==> config.mk <==
export PLATFORM = sky130hd
export DESIGN_NAME = ps2_host_tx
export DESIGN_NICKNAME = d
export VERILOG_FILES = /design/src/rtl/ps2_host_tx.sv
export SDC_FILE = /design/constraint.sdc
export NUM_CORES = 1
export LEC_CHECK = 0
export BUFFER_PORTS_ARGS = -buffer_cell sky130_fd_sc_hd__buf_2
export CORE_ASPECT_RATIO = 0.9
export CORE_MARGIN = 1.5
export CORE_UTILIZATION = 45
export DETAILED_ROUTE_END_ITERATION = 8
export GPL_ROUTABILITY_DRIVEN = 0
export SLEW_MARGIN = 20
export SYNTH_ARGS = -nofsm -noshare
export SYNTH_HDL_FRONTEND = slang
export SYNTH_SLANG_ARGS = --single-unit
==> constraint.sdc <==
create_clock -name clk -period 2.2 [get_ports clk]
set_clock_uncertainty 0.05 [all_clocks]
set_input_delay 0.33 -clock clk [delete_from_list [all_inputs] [get_ports clk]]
set_output_delay 0.33 -clock clk [all_outputs]
set_load 0.02 [all_outputs]
==> src/rtl/ps2_host_tx.sv <==
// Host-to-device PS/2 command transmitter. It performs request-to-send, shifts out data, parity
// and stop on device clocks, then checks the device acknowledge. The pins are driven open-drain.
module ps2_host_tx #(
  parameter int unsigned INHIBIT_CYCLES = 10000,
  parameter int unsigned TIMEOUT_CYCLES = 2000000
) (
  input  logic       clk,
  input  logic       rst,
  input  logic [7:0] tx_data,
  input  logic       tx_valid,
  output logic       tx_ready,
  output logic       busy,
  output logic       rx_hold,
  output logic       done,
  output logic       err,
  input  logic       ps2_clk_i,
  input  logic       ps2_data_i,
  output logic       ps2_clk_oe,
  output logic       ps2_data_oe
);

  localparam int unsigned InhW = $clog2(INHIBIT_CYCLES + 1);
  localparam int unsigned ToW  = $clog2(TIMEOUT_CYCLES + 1);

  typedef enum logic [2:0] {
    StIdle,
    StInhibit,
    StReq,
    StSend,
    StWaitIdle
  } state_e;

  state_e          state_q;
  logic            clk_s1_q, clk_s2_q, clk_prev_q;
  logic            data_s1_q, data_s2_q;
  logic [7:0]      shift_q;
  logic            parity_q;
  logic [3:0]      idx_q;
  logic [InhW-1:0] inh_cnt_q;
  logic [ToW-1:0]  to_cnt_q;
  logic            fall;

  // Synchronizers reset to the idle-high bus level so reset release cannot fake a falling edge.
  always_ff @(posedge clk or negedge rst) begin
    if (!rst) begin
      clk_s1_q   <= 1'b1;
      clk_s2_q   <= 1'b1;
      clk_prev_q <= 1'b1;
      data_s1_q  <= 1'b1;
      data_s2_q  <= 1'b1;
    end else begin
      clk_s1_q   <= ps2_clk_i;
      clk_s2_q   <= clk_s1_q;
      clk_prev_q <= clk_s2_q;
      data_s1_q  <= ps2_data_i;
      data_s2_q  <= data_s1_q;
    end
  end

  assign fall    = clk_prev_q & ~clk_s2_q;
  assign rx_hold = busy;

  always_ff @(posedge clk or negedge rst) begin
    if (!rst) begin
      state_q     <= StIdle;
      shift_q     <= '0;
      parity_q    <= 1'b0;
      idx_q       <= '0;
      inh_cnt_q   <= '0;
      to_cnt_q    <= '0;
      tx_ready    <= 1'b1;
      busy        <= 1'b0;
      done        <= 1'b0;
      err         <= 1'b0;
      ps2_clk_oe  <= 1'b0;
      ps2_data_oe <= 1'b0;
    end else begin
      done <= 1'b0;
      err  <= 1'b0;
      unique case (state_q)
        StIdle: begin
          if (tx_valid) begin
            shift_q     <= tx_data;
            parity_q    <= ~^tx_data;
            inh_cnt_q   <= '0;
            tx_ready    <= 1'b0;
            busy        <= 1'b1;
            ps2_clk_oe  <= 1'b1;
            ps2_data_oe <= 1'b0;
            state_q     <= StInhibit;
          end
        end

        StInhibit: begin
          if (inh_cnt_q == InhW'(INHIBIT_CYCLES - 1)) begin
            inh_cnt_q   <= '0;
            ps2_data_oe <= 1'b1;
            state_q     <= StReq;
          end else begin
            inh_cnt_q <= inh_cnt_q + InhW'(1);
          end
        end

        // Start bit is already on the line; releasing the clock hands clocking to the device.
        StReq: begin
          ps2_clk_oe <= 1'b0;
          idx_q      <= '0;
          to_cnt_q   <= '0;
          state_q    <= StSend;
        end

        StSend: begin
          if (fall) begin
            to_cnt_q <= '0;
            idx_q    <= idx_q + 4'd1;
            if (idx_q < 4'd8) begin
              ps2_data_oe <= ~shift_q[idx_q[2:0]];
            end else if (idx_q == 4'd8) begin
              ps2_data_oe <= ~parity_q;
            end else if (idx_q == 4'd9) begin
              ps2_data_oe <= 1'b0;
            end else if (!data_s2_q) begin
              state_q <= StWaitIdle;
            end else begin
              err      <= 1'b1;
              tx_ready <= 1'b1;
              busy     <= 1'b0;
              state_q  <= StIdle;
            end
          end else if (to_cnt_q == ToW'(TIMEOUT_CYCLES - 1)) begin
            err         <= 1'b1;
            tx_ready    <= 1'b1;
            busy        <= 1'b0;
            ps2_clk_oe  <= 1'b0;
            ps2_data_oe <= 1'b0;
            state_q     <= StIdle;
          end else begin
            to_cnt_q <= to_cnt_q + ToW'(1);
          end
        end

        StWaitIdle: begin
          ps2_clk_oe  <= 1'b0;
          ps2_data_oe <= 1'b0;
          if (clk_s2_q && data_s2_q) begin
            done     <= 1'b1;
            tx_ready <= 1'b1;
            busy     <= 1'b0;
            state_q  <= StIdle;
          end else if (fall) begin
            to_cnt_q <= '0;
          end else if (to_cnt_q == ToW'(TIMEOUT_CYCLES - 1)) begin
            err      <= 1'b1;
            tx_ready <= 1'b1;
            busy     <= 1'b0;
            state_q  <= StIdle;
          end else begin
            to_cnt_q <= to_cnt_q + ToW'(1);
          end
        end

        default: begin
          tx_ready    <= 1'b1;
          busy        <= 1'b0;
          ps2_clk_oe  <= 1'b0;
          ps2_data_oe <= 1'b0;
          state_q     <= StIdle;
        end
      endcase
    end
  end

endmodule

# Yosys cells after proc, flatten, opt, wreduce, memory -nomap -nowiden
# Cells that the tools add are included.
# W data, S select, Z words.
# classes
reduce_logical	15
n_bitwise	7
order_cmp	2
n_eq_ne	21
n_mux	62
add_sub_neg	3
# op_table
operator	n
$mux W21	3
$pmux W21 S3	1
$mux W1	36
$mux W3	10
$mux W14	2
$pmux W14 S2	1
$add A21 B1 Y21 const B	1
$eq A21 B21 Y1 const B	1
$ne A3 B3 Y1 const B	6
$pmux W3 S5	1
$add A14 B1 Y14 const B	1
$eq A14 B14 Y1 const B	1
$ne A2 B2 Y1 const B	6
$pmux W1 S4	3
$eq A4 B4 Y1 const B	2
$pmux W4 S2	1
$reduce_and A2 Y1	4
$reduce_xnor A8 Y1	1
$reduce_and A7 Y1	1
$eq A3 B2 Y1 const B	2
$not A1 Y1	6
$reduce_and A6 Y1	1
$ne A5 B5 Y1 const B	1
$reduce_and A5 Y1	1
other kinds (16)	17
# totals
input_bits	13
reg_bits	62
output_inout_bits	7

# Logic depth before layout (Yosys ltp)
# Gate-level depths: netlist of the first run.
# logic_depth
ltp_word	6
ltp_mapped	8

# Worst setup path before layout of the first run
# OpenSTA, ideal clock, no wires.
# synth_path
path_kind	register -> register
start	register inh_cnt_q[6]
end	register ps2_data_oe
setup_slack_ps	56
setup_time_ps	125
synth_period_minus_slack_ps	2144
path_buffers	0
stages_incl_launch_ff	5
required_ps	2025
arrival_ps	1969
cell_sequence	dfrtp_1 > or4_4 > o41ai_4 > o211ai_2 > mux2_4
# synth_via
elab_chain_len	3
# synth_rtl
item	line_no	rtl
start, declared	39	logic [InhW-1:0] inh_cnt_q;
start signal, assigned	100	inh_cnt_q <= inh_cnt_q + InhW'(1);
$eq A14 B14 Y1	95	if (inh_cnt_q == InhW'(INHIBIT_CYCLES - 1)) begin
$ne A2 B2 Y1 (no line)	n/a	
$reduce_and A5 Y1 (no line)	n/a	
end signal, assigned	117	ps2_data_oe <= ~shift_q[idx_q[2:0]];
end signal, assigned	119	ps2_data_oe <= ~parity_q;
end, declared	19	output logic ps2_data_oe
# No other way between the ends.
# A chain may end at the register's enable or synchronous reset.

# Worst setup path after layout of the first run
# Same ends and word-level chain as after synthesis.

==> flow_summary.toml, run 1 <==
[flow_run]
timing.max_cap.violations = 0

[critical_path]
critical_path_cell_count = 5
crit_path_start_kind = "flop"
crit_chain = "or4_4 > o41ai_4 > buf_4 > o211ai_2 > mux2_4"
reg2reg_from = "inh_cnt_q[6]"
crit_start = "inh_cnt_q[6]"
setup.worst_path.end = "ps2_data_oe"
critical_path_buf_inv_count = 1
timing.reg2reg.setup_slack_ps = 50
timing.rr.end = "ps2_data_oe"
worst_path_max_delay_cell = "or4_4"
cp_top_family = "simple AND/OR/NAND/NOR gates"
setup.worst_path.class = "flop to flop"
arrival_ps = 2320
worstRegToRegCells = 5
worstSetupEndpointType = "flop"
critPathRequiredTime_ps = 2370
critPathMaxStageDelay_ps = 560
crit_path_max_fanout = 4

[finish]
stdcell_count = 520
antennaDiodeCount = 0
most_common_library_cell_in_the_layout_ignoring_fill_and_taps = "dfrtp_1"
syn2layout_area_growth_pct = 18.0
fin_area_sq_mm = 0.00417
n_fill_cell = 672
fin_nets = 437
post_route_cells_drive_above_1_share_pct = 24.5
final_cell_mix = "56 x dfrtp_1, 36 x buf_4, 33 x nor2_1"

[routing]
total_via_count_in_the_routed_design = 3007
viasPerCell = 5.78
drt-pass1-iter-count = 4
detail_route.iter0.violations = 148
antenna_violating_nets_post_route = 0
route.detailed.drc = 0
post_drt_wl_per_cell_microns = 15.3
detail_route.wirelength_microns = 7940

[synth]
portion_of_the_post_synthesis_area_used_by_sequential_elements_pct = 44.1
avgSynthCellArea_sq_um = 9.61
synth_enable_flop_cells = 0
synth-seq-cells = 62
synthArstFlopShare_pct = 100
synthesis.instances = 368
synth_nets = 386
synthesis.yosys.warnings = 0
ys_dominant_reg_cell = "dfrtp_1"
synth.lib_cells_used.distinct = 61
mappedNetlistArea_sq_mm = 0.00354

[pwr]
comb_power_share_pct = 41.5
seq_power_share_pct = 35.0
power.share.clock_pct = 23.5
power.net_switching_w = 0.00158
vdd_drop_max_v = 0.000717
power.density_cell_area_mw_per_mm2 = 1030
internal_power_w = 0.00274
total_leakage_power_nw = 1.79
switching_share_pct = 36.6

[sta]
timing.final.crit_share_pct = 98.0
maxSlewHeadroom_pct = 51.5
worst_hold_slack_ps = 44.6
final_setup_violating_endpoints = 0
worst_pin_slew_ps = 727
timing.final.crit_period_ps = 2150
final-hold-violation-count = 0
slew_violations = 0
rsz0062_at_grt = "true"
fmax_ghz = 0.464
setup_ws_ps = 45.1

[cts]
path_clk_slew_ps = 70
cts-htree-levels = 3
tritoncts = "built"
clkLatencyLatePin_ps = 340
cts-root-to-sink-buffers = 2
tritoncts.num_buffers = 9
cts_sinks = 62
cts_root_buffer = "clkbuf_8"

[floorplanning]
floorplan.die.height_microns = 87.1
die_x_microns = 96.5
core-area_sq_mm = 0.00758
fp-row-count = 30
die_area_sq_mm = 0.00840
floorplan.initialDensity_pct = 46.7
num_io_pins = 20

[global_route]
grt_start_max_net_pins = 50
total_global_routing_overflow = 0
grt_antenna_before_repair = 0
via_count_of_the_first_global_routing_pass = 2836
grt.total_usage_pct = 20.6
first_pass_grt_wire_length_microns = 13500

[hold_path]
worstHoldPathType = "input pin to flop"

[placed_design]
dpl_worst_slack_ps = 95.9
port_buffers = 19
placement.cell_area_sq_mm = 0.00392
post-place-cells = 498
detailed_place_hpwl_microns = 5620

[status]
outcome = "finished, final reports clean"
-- flip-flops by register name (all words and copies together), names as in the netlist, 3 cells and up --
name       cells
idx_q          4
inh_cnt_q     14
shift_q        8
state_q        3
to_cnt_q      21
-- metrics by stage --
| stage | total power (W) | utilization (%) | setup TNS [ps] |
|---|---|---|---|
| final | 0.00432 | 55.0 | 0 |
| after global routing | 0.00461 | 55.0 | -28.4 |
| after CTS | 0.00428 | 54.4 | 0 |
| after detailed placement | 0.00324 | 51.7 | 0 |
| after global placement | 0.00323 | 51.7 | 0 |
| after floorplan | 0.00272 | - | 0 |
-- area by class of cell --
class                           count  area, sq um  area share (%)
Timing Repair Buffer               59          412            9.87
Tap cell                           96          120            2.88
Clock inverter                      4         45.0            1.08
Sequential cell                    62         1560            37.4
Inverter                            8         30.0           0.720
Clock buffer                       12          155            3.72
Multi-Input combinational cell    279         1850            44.4
-- synth_stat cells (8+ instances only) --
cell | n | area share [%]
inv_1 | 8 | 0.85
mux2_2 | 10 | 3.2
dfrtp_1 | 56 | 40
o21ai_0 | 31 | 4.4
o41ai_1 | 8 | 2.0
nand2_1 | 24 | 2.5
xnor2_1 | 10 | 2.5
nor2_1 | 33 | 3.5
nand3_1 | 22 | 3.1
a21oi_1 | 18 | 2.5
nand4_1 | 13 | 2.3
clkbuf_1 | 13 | 1.4
-- metal layers --
| layer | global-route usage [%] | up-vias | wire length [microns] |
|---|---|---|---|
| met4 | 6.32 | 0 | 94 |
| met3 | 5.06 | 9 | 300 |
| met5 | 0 | - | 0 |
| met2 | 32.8 | 57 | 3650 |
| met1 | 27.6 | 1461 | 3900 |
| li1 | - | 1480 | - |
-- power groups by stage --
| stage | Combinational, W | Clock, W | Sequential, W |
|---|---|---|---|
| after detailed placement | 0.00172 | 0 | 0.00153 |
| after CTS | 0.00173 | 0.00105 | 0.00151 |
| after global placement | 0.00171 | 0 | 0.00152 |
| after global routing | 0.00198 | 0.00109 | 0.00154 |
| final | 0.00179 | 0.00101 | 0.00151 |
| after floorplan | 0.00118 | 0 | 0.00154 |
-- cells by family after synthesis --
kind of cell	after synthesis	synth area share, %
muxes	15	4.74
adders and majority gates	5	1.77
DFF	62	44.1
buffers and inverters	27	3.75
AOI/OAI and AO/OA	98	19.7
and+or+nand+nor	146	22.3
xor gates and xnor gates	15	3.71
-- how the worst min path moves through the flow --
stage	start	endpoint	slack (ps)	cells past startpoint
CTS	ps2_clk_i	clk_s1_q	30	1
global route	ps2_clk_i	clk_s1_q	20	1
finish	ps2_data_i	data_s1_q	40	1
floorplan	rst	busy	-20	0
detailed placement	rst	to_cnt_q[4]	210	1
global placement	rst	to_cnt_q[4]	210	1
-- repair_timing --
item,CTS,global route
resized for setup,0,3
endpoints found under the setup margin,0,7
endpoints found under the hold margin,13,0
setup buffers,0,4
hold buffers,1,0
Note: power is estimated with default switching activity, not from simulation.
==> run 2, diff against run 1 <==
- CAP_MARGIN: not set -> 15
- CELL_PAD_IN_SITES_DETAIL_PLACEMENT: not set -> 1
- CELL_PAD_IN_SITES_GLOBAL_PLACEMENT: not set -> 2
- CORE_UTILIZATION: 45 -> 35
- PLACE_DENSITY_LB_ADDON: not set -> 0.1
==> flow_summary.toml, run 2 (same netlist as run 1, synthesis figures left out) <==
[status]
outcome = "finished, final reports clean"

[pwr]
power.density_cell_area_mw_per_mm2 = 1030
power_w = 0.00429
vdd_drop_max_v = 0.000399
total_leakage_power_nw = 1.75

[global_route]
grt_antenna_before_repair = 0
grt_start_max_net_pins = 63
via_count_of_the_first_global_routing_pass = 3179
first_pass_grt_wire_length_microns = 16000
grt.total_usage_pct = 19.1
total_global_routing_overflow = 0

[finish]
reg_top3 = "to_cnt_q (21), inh_cnt_q (14), shift_q (8)"
flip_flop_and_latch_area_sq_mm = 0.00156
final_cell_mix = "56 x dfrtp_1, 34 x buf_4, 33 x nor2_1"
largest_register = "to_cnt_q"
fin_nets = 434
most_common_library_cell_in_the_layout_ignoring_fill_and_taps = "dfrtp_1"
largest_reg_flops = 21
n_fill_cell = 1138
syn2layout_area_growth_pct = 18.2
area_taken_by_multi_input_logic_gates_sq_mm = 0.00186
antennaDiodeCount = 0
post_route_cells_drive_above_1_share_pct = 24.5

[cts]
cts-htree-levels = 3
clkLatencyLatePin_ps = 350
cts_sinks = 62
cts-root-to-sink-buffers = 2
post-cts-setup-buffers = 0
path_clk_slew_ps = 70
tritoncts = "built"
cts_root_buffer = "clkbuf_8"
tritoncts.num_buffers = 9

[critical_path]
worstRegToRegCells = 5
setup.worst_path.end = "state_q[0]"
cp_top_family = "compound AO/OA/AOI/OAI gates"
critPathMaxStageDelay_ps = 570
arrival_ps = 2350
crit_path_start_kind = "flop"
timing.reg2reg.setup_slack_ps = 70
critical_path_cell_count = 5
reg2reg_from = "inh_cnt_q[6]"
worst_path_max_delay_cell = "or4_4"
setup.worst_path.class = "flop to flop"
critPathRequiredTime_ps = 2410
crit_chain = "or4_4 > o41a_4 > a221oi_4 > nand2b_1 > o22ai_1"
crit_path_max_fanout = 7
crit_start = "inh_cnt_q[6]"
critical_path_buf_inv_count = 0
timing.rr.end = "state_q[0]"
worstSetupEndpointType = "flop"

[routing]
post_drt_wl_per_cell_microns = 17.0
detail_route.wirelength_microns = 9330
route.detailed.drc = 0
total_via_count_in_the_routed_design = 3008
drt-pass1-iter-count = 4
topRoutingLayerUsed = "met4"
detail_route.iter0.violations = 104
met1Wirelength_microns = 4670
wl_met3_microns = 221
detailroute.wirelength.met2_microns = 4330
antenna_violating_nets_post_route = 0
viasPerCell = 5.50

[hold_path]
worstHoldPathType = "input pin to flop"
worst_hold_startpoint = "ps2_data_i"

[sta]
maxSlewHeadroom_pct = 59.4
setup_total_negative_slack_ps = 0
timing.final.crit_share_pct = 97.0
setup_ws_ps = 65.8
slew_violations = 0
timing.final.crit_period_ps = 2130
final-hold-violation-count = 0
fmax_ghz = 0.469
worst_pin_slew_ps = 603
rsz0062_at_grt = "false"
final_setup_violating_endpoints = 0

[flow_run]
timing.max_cap.violations = 0

[placed_design]
port_buffers = 19
dpl_worst_slack_ps = 89.9
detailed_place_hpwl_microns = 6600

[floorplanning]
floorplan.initialDensity_pct = 36.3
die_x_microns = 109
core-area_sq_mm = 0.00974
num_io_pins = 20
fp-row-count = 34
floorplan.die.height_microns = 98.4
die_area_sq_mm = 0.0107
run 2: cell count changes in the layout (fill, tap and decap cells not counted), sizes merged:
cell,previous run,this run
buf,58,55
bufinv,1,0
clkinvlp,0,3
clkbuf,12,10
run 2: worst min path at each step:
| stage | slack (ps) | end | cells after the start |
|---|---|---|---|
| floorplan | -20 | busy | 0 |
| global placement | 300 | data_s2_q | 0 |
| detailed placement | 300 | clk_s2_q | 0 |
| CTS | 10 | clk_s1_q | 1 |
| global route | 5 | data_s1_q | 1 |
| finish | 30 | data_s1_q | 1 |
run 2: what timing repair did:
| item | in CTS | in global routing |
|---|---|---|
| setup endpoints to repair | 0 | 13 |
| endpoints found under the hold margin | 56 | 0 |
| hold buffers | 1 | 0 |
| resized for setup | 0 | 3 |
run 2: metal layers:
metal | up-vias | global-route usage, %
met1 | 1497 | 26.7
met5 | - | 0
li1 | 1467 | -
met3 | 9 | 3.20
met2 | 35 | 30.2
met4 | 0 | 5.77
run 2: per-stage QoR:
step / std cells / cell area (sq um) / hold WS [ps] / util (%)
floorplan: 368 / 3540 / -15.6 / -
global placement: 530 / 3980 / 296 / 40.9
detailed placement: 530 / 3980 / 304 / 40.9
CTS: 547 / 4170 / 10.7 / 42.8
global route: 547 / 4180 / 4.71 / 42.9
finish: 547 / 4180 / 27.6 / 42.9
run 2: area by class of cell:
| type | count | area share (%) |
|---|---|---|
| clock buffer | 10 | 3.29 |
| clock inverter | 6 | 0.898 |
| inverter | 8 | 0.718 |
| multi-input combinational | 279 | 44.5 |
| sequential | 62 | 37.3 |
| tap | 126 | 3.77 |
| timing repair buffer | 56 | 9.58 |
run 2: power breakdown:
part	internal, W	switching [W]
registers	0.00136	0.000157
logic	0.000804	0.00105
clock network	0.000433	0.000494
total	0.00260	0.00170
==> run 3, diff against run 2 <==
- ABC_AREA: not set -> 1
- CORE_UTILIZATION: 35 -> 32
==> flow_summary.toml, run 3 <==
[finish]
fin_nets = 580
syn2layout_area_growth_pct = 16.2
antennaDiodeCount = 0
largest_reg_flops = 21
post_route_cells_drive_above_1_share_pct = 12.2
n_fill_cell = 1476
reg_top3 = "to_cnt_q (21), inh_cnt_q (14), shift_q (8)"
most_common_library_cell_in_the_layout_ignoring_fill_and_taps = "nand2_1"
largest_register = "to_cnt_q"
final_cell_mix = "172 x nand2_1, 63 x nor2_1, 56 x inv_1, 56 x dfrtp_1, 41 x nand3_1"

[sta]
rsz0062_at_grt = "false"
timing.final.crit_share_pct = 88.4
timing.final.crit_period_ps = 1950
setup_total_negative_slack_ps = 0
maxSlewHeadroom_pct = 65.0
final-hold-violation-count = 0
fmax_ghz = 0.514
final_setup_violating_endpoints = 0
worst_hold_slack_ps = 42.0
slew_violations = 0
worst_pin_slew_ps = 524

[routing]
route.detailed.drc = 0
drt-pass1-iter-count = 4
antenna_violating_nets_post_route = 0
total_via_count_in_the_routed_design = 3515
detail_route.wirelength_microns = 11000
detail_route.iter0.violations = 136
viasPerCell = 4.86
post_drt_wl_per_cell_microns = 15.3

[synth]
netlist_top_cells_area = "dfrtp_1 37%, nand2_1 17%, nor2_1 6.3%, inv_1 5.6%, nand3_1 5.5%"
portion_of_the_post_synthesis_area_used_by_sequential_elements_pct = 41.5
synth_nets = 548
synth_most_common_cell = "nand2_1"
synthArstFlopShare_pct = 100
synth_enable_flop_cells = 0
synth_top_area_cell = "dfrtp_1"
synthesis.yosys.warnings = 0
avgSynthCellArea_sq_um = 7.10
synth-seq-cells = 62
synth_top_cells_by_count = "172 x nand2_1, 63 x nor2_1, 56 x dfrtp_1, 56 x inv_1, 41 x nand3_1"
synth.lib_cells_used.distinct = 35
synth_largest_type_area_fraction_pct = 37.3
synthesis.instances = 530
mappedNetlistArea_sq_mm = 0.00376
ys_dominant_reg_cell = "dfrtp_1"

[status]
outcome = "finished, final reports clean"

[global_route]
via_count_of_the_first_global_routing_pass = 3684
grt_antenna_before_repair = 0
grt_start_max_net_pins = 27
total_global_routing_overflow = 0
grt.total_usage_pct = 19.7
first_pass_grt_wire_length_microns = 18500

[cts]
cts-root-to-sink-buffers = 2
cts-resized-gates = 0
tritoncts = "built"
path_clk_slew_ps = 60
clkLatencyLatePin_ps = 340
cts-htree-levels = 3
cts_root_buffer = "clkbuf_16"
tritoncts.num_buffers = 9
cts_sinks = 62

[hold_path]
worstHoldPathType = "input pin to flop"

[floorplanning]
floorplan.die.height_microns = 106
fp-row-count = 37
num_io_pins = 20
floorplan.initialDensity_pct = 32.9
die_area_sq_mm = 0.0124
core-area_sq_mm = 0.0114
die_x_microns = 117

[critical_path]
crit_path_max_fanout = 6
crit_path_start_kind = "flop"
arrival_ps = 2120
critPathRequiredTime_ps = 2370
worstSetupEndpointType = "flop"
setup.worst_path.class = "flop to flop"

[pwr]
power.density_cell_area_mw_per_mm2 = 1050
vdd_drop_max_v = 0.000540
total_leakage_power_nw = 1.96

[placed_design]
detailed_place_hpwl_microns = 8490
port_buffers = 19

[flow_run]
timing.max_cap.violations = 0
==> run 3: cell count changes after synthesis, moves of 8 or more <==
cell,before,now
a21oi_1,18,9
clkbuf_1,13,5
inv_1,8,56
mux2_2,10,0
nand2_1,24,172
nand3_1,22,41
nor2_1,33,63
nor3_1,7,15
o41ai_1,8,0
==> run 3: area by class of cell <==
type                       count  area [sq um]  area share (%)
sequential                    62          1560            35.7
inverter                      59           221            5.07
tap                          156           195            4.47
multi-input combinational    398          1890            43.2
timing repair buffer          32           208            4.75
clock buffer                   9           225            5.15
clock inverter                 7          73.8            1.69
==> run 3: power breakdown <==
part,switching [W],internal [W],total [W]
combinational,0.00108,0.000484,0.00156
clock,0.000570,0.000878,0.00145
sequential,0.000184,0.00138,0.00157
total,0.00183,0.00274,0.00458
==> run 3: what timing repair did <==
item,4_1_cts,5_1_grt
buffers inserted,0,0
hold buffers,1,0
hold endpoints to repair,13,0
==> run 3: per-layer routing <==
layer  vias to the layer above  GRT usage (%)  routed length (microns)
li1                       1761              -                        -
met1                      1701           27.3                     5590
met2                        39           31.0                     5010
met3                        14           3.97                      287
met4                         0           5.59                      156
met5                         -              0                        0
==> run 3: cell families (layout without fill, tap and decap cells) <==
family	after synthesis	count (layout)	synth area share, %
AND/OR/NAND/NOR	320	320	36.2
buffers and inverters	70	107	8.38
flip-flops	62	62	41.5
AO/OA/AOI/OAI	58	58	8.85
XOR/XNOR	15	15	3.49
adder cells (fa/ha/maj)	5	5	1.66
==> run 3: worst paths after layout <==
path	start	endpoint	slack, ps	depth (start not counted)
hold / removal	ps2_data_i	data_s1_q	40	1
max in group asynchronous	rst	data_s1_q	1070	3
hold reg to reg	clk_s1_q	clk_s2_q	300	0
min in group asynchronous	rst	inh_cnt_q[4]	410	2
setup / recovery	to_cnt_q[1]	busy	250	9
setup reg to reg	to_cnt_q[1]	busy	250	9
==> run 3: critical path, stage by stage, from the launching register on <==
cell and delay, ps:
dfrtp_1 400, ha_1 220, buf_4 160, nand3_1 200
nor3_1 290, nand3_1 180, nand2_1 120, nand3_1 90
nand2_1 70, nand2_1 50
==> run 3: metrics by stage <==
step / std cells / total power (W) / utilization [%] / setup WS [ps] / area (sq um)
3_5_place_dp: 706 / 0.00319 / 35.5 / 250 / 4060
2_1_floorplan: 530 / 0.00273 / - / 519 / 3760
5_1_grt: 723 / 0.00494 / 38.2 / 38.3 / 4370
3_3_place_gp: 706 / 0.00314 / 35.5 / 345 / 4060
6_report: 723 / 0.00458 / 38.2 / 254 / 4370
4_1_cts: 723 / 0.00466 / 38.2 / 237 / 4370
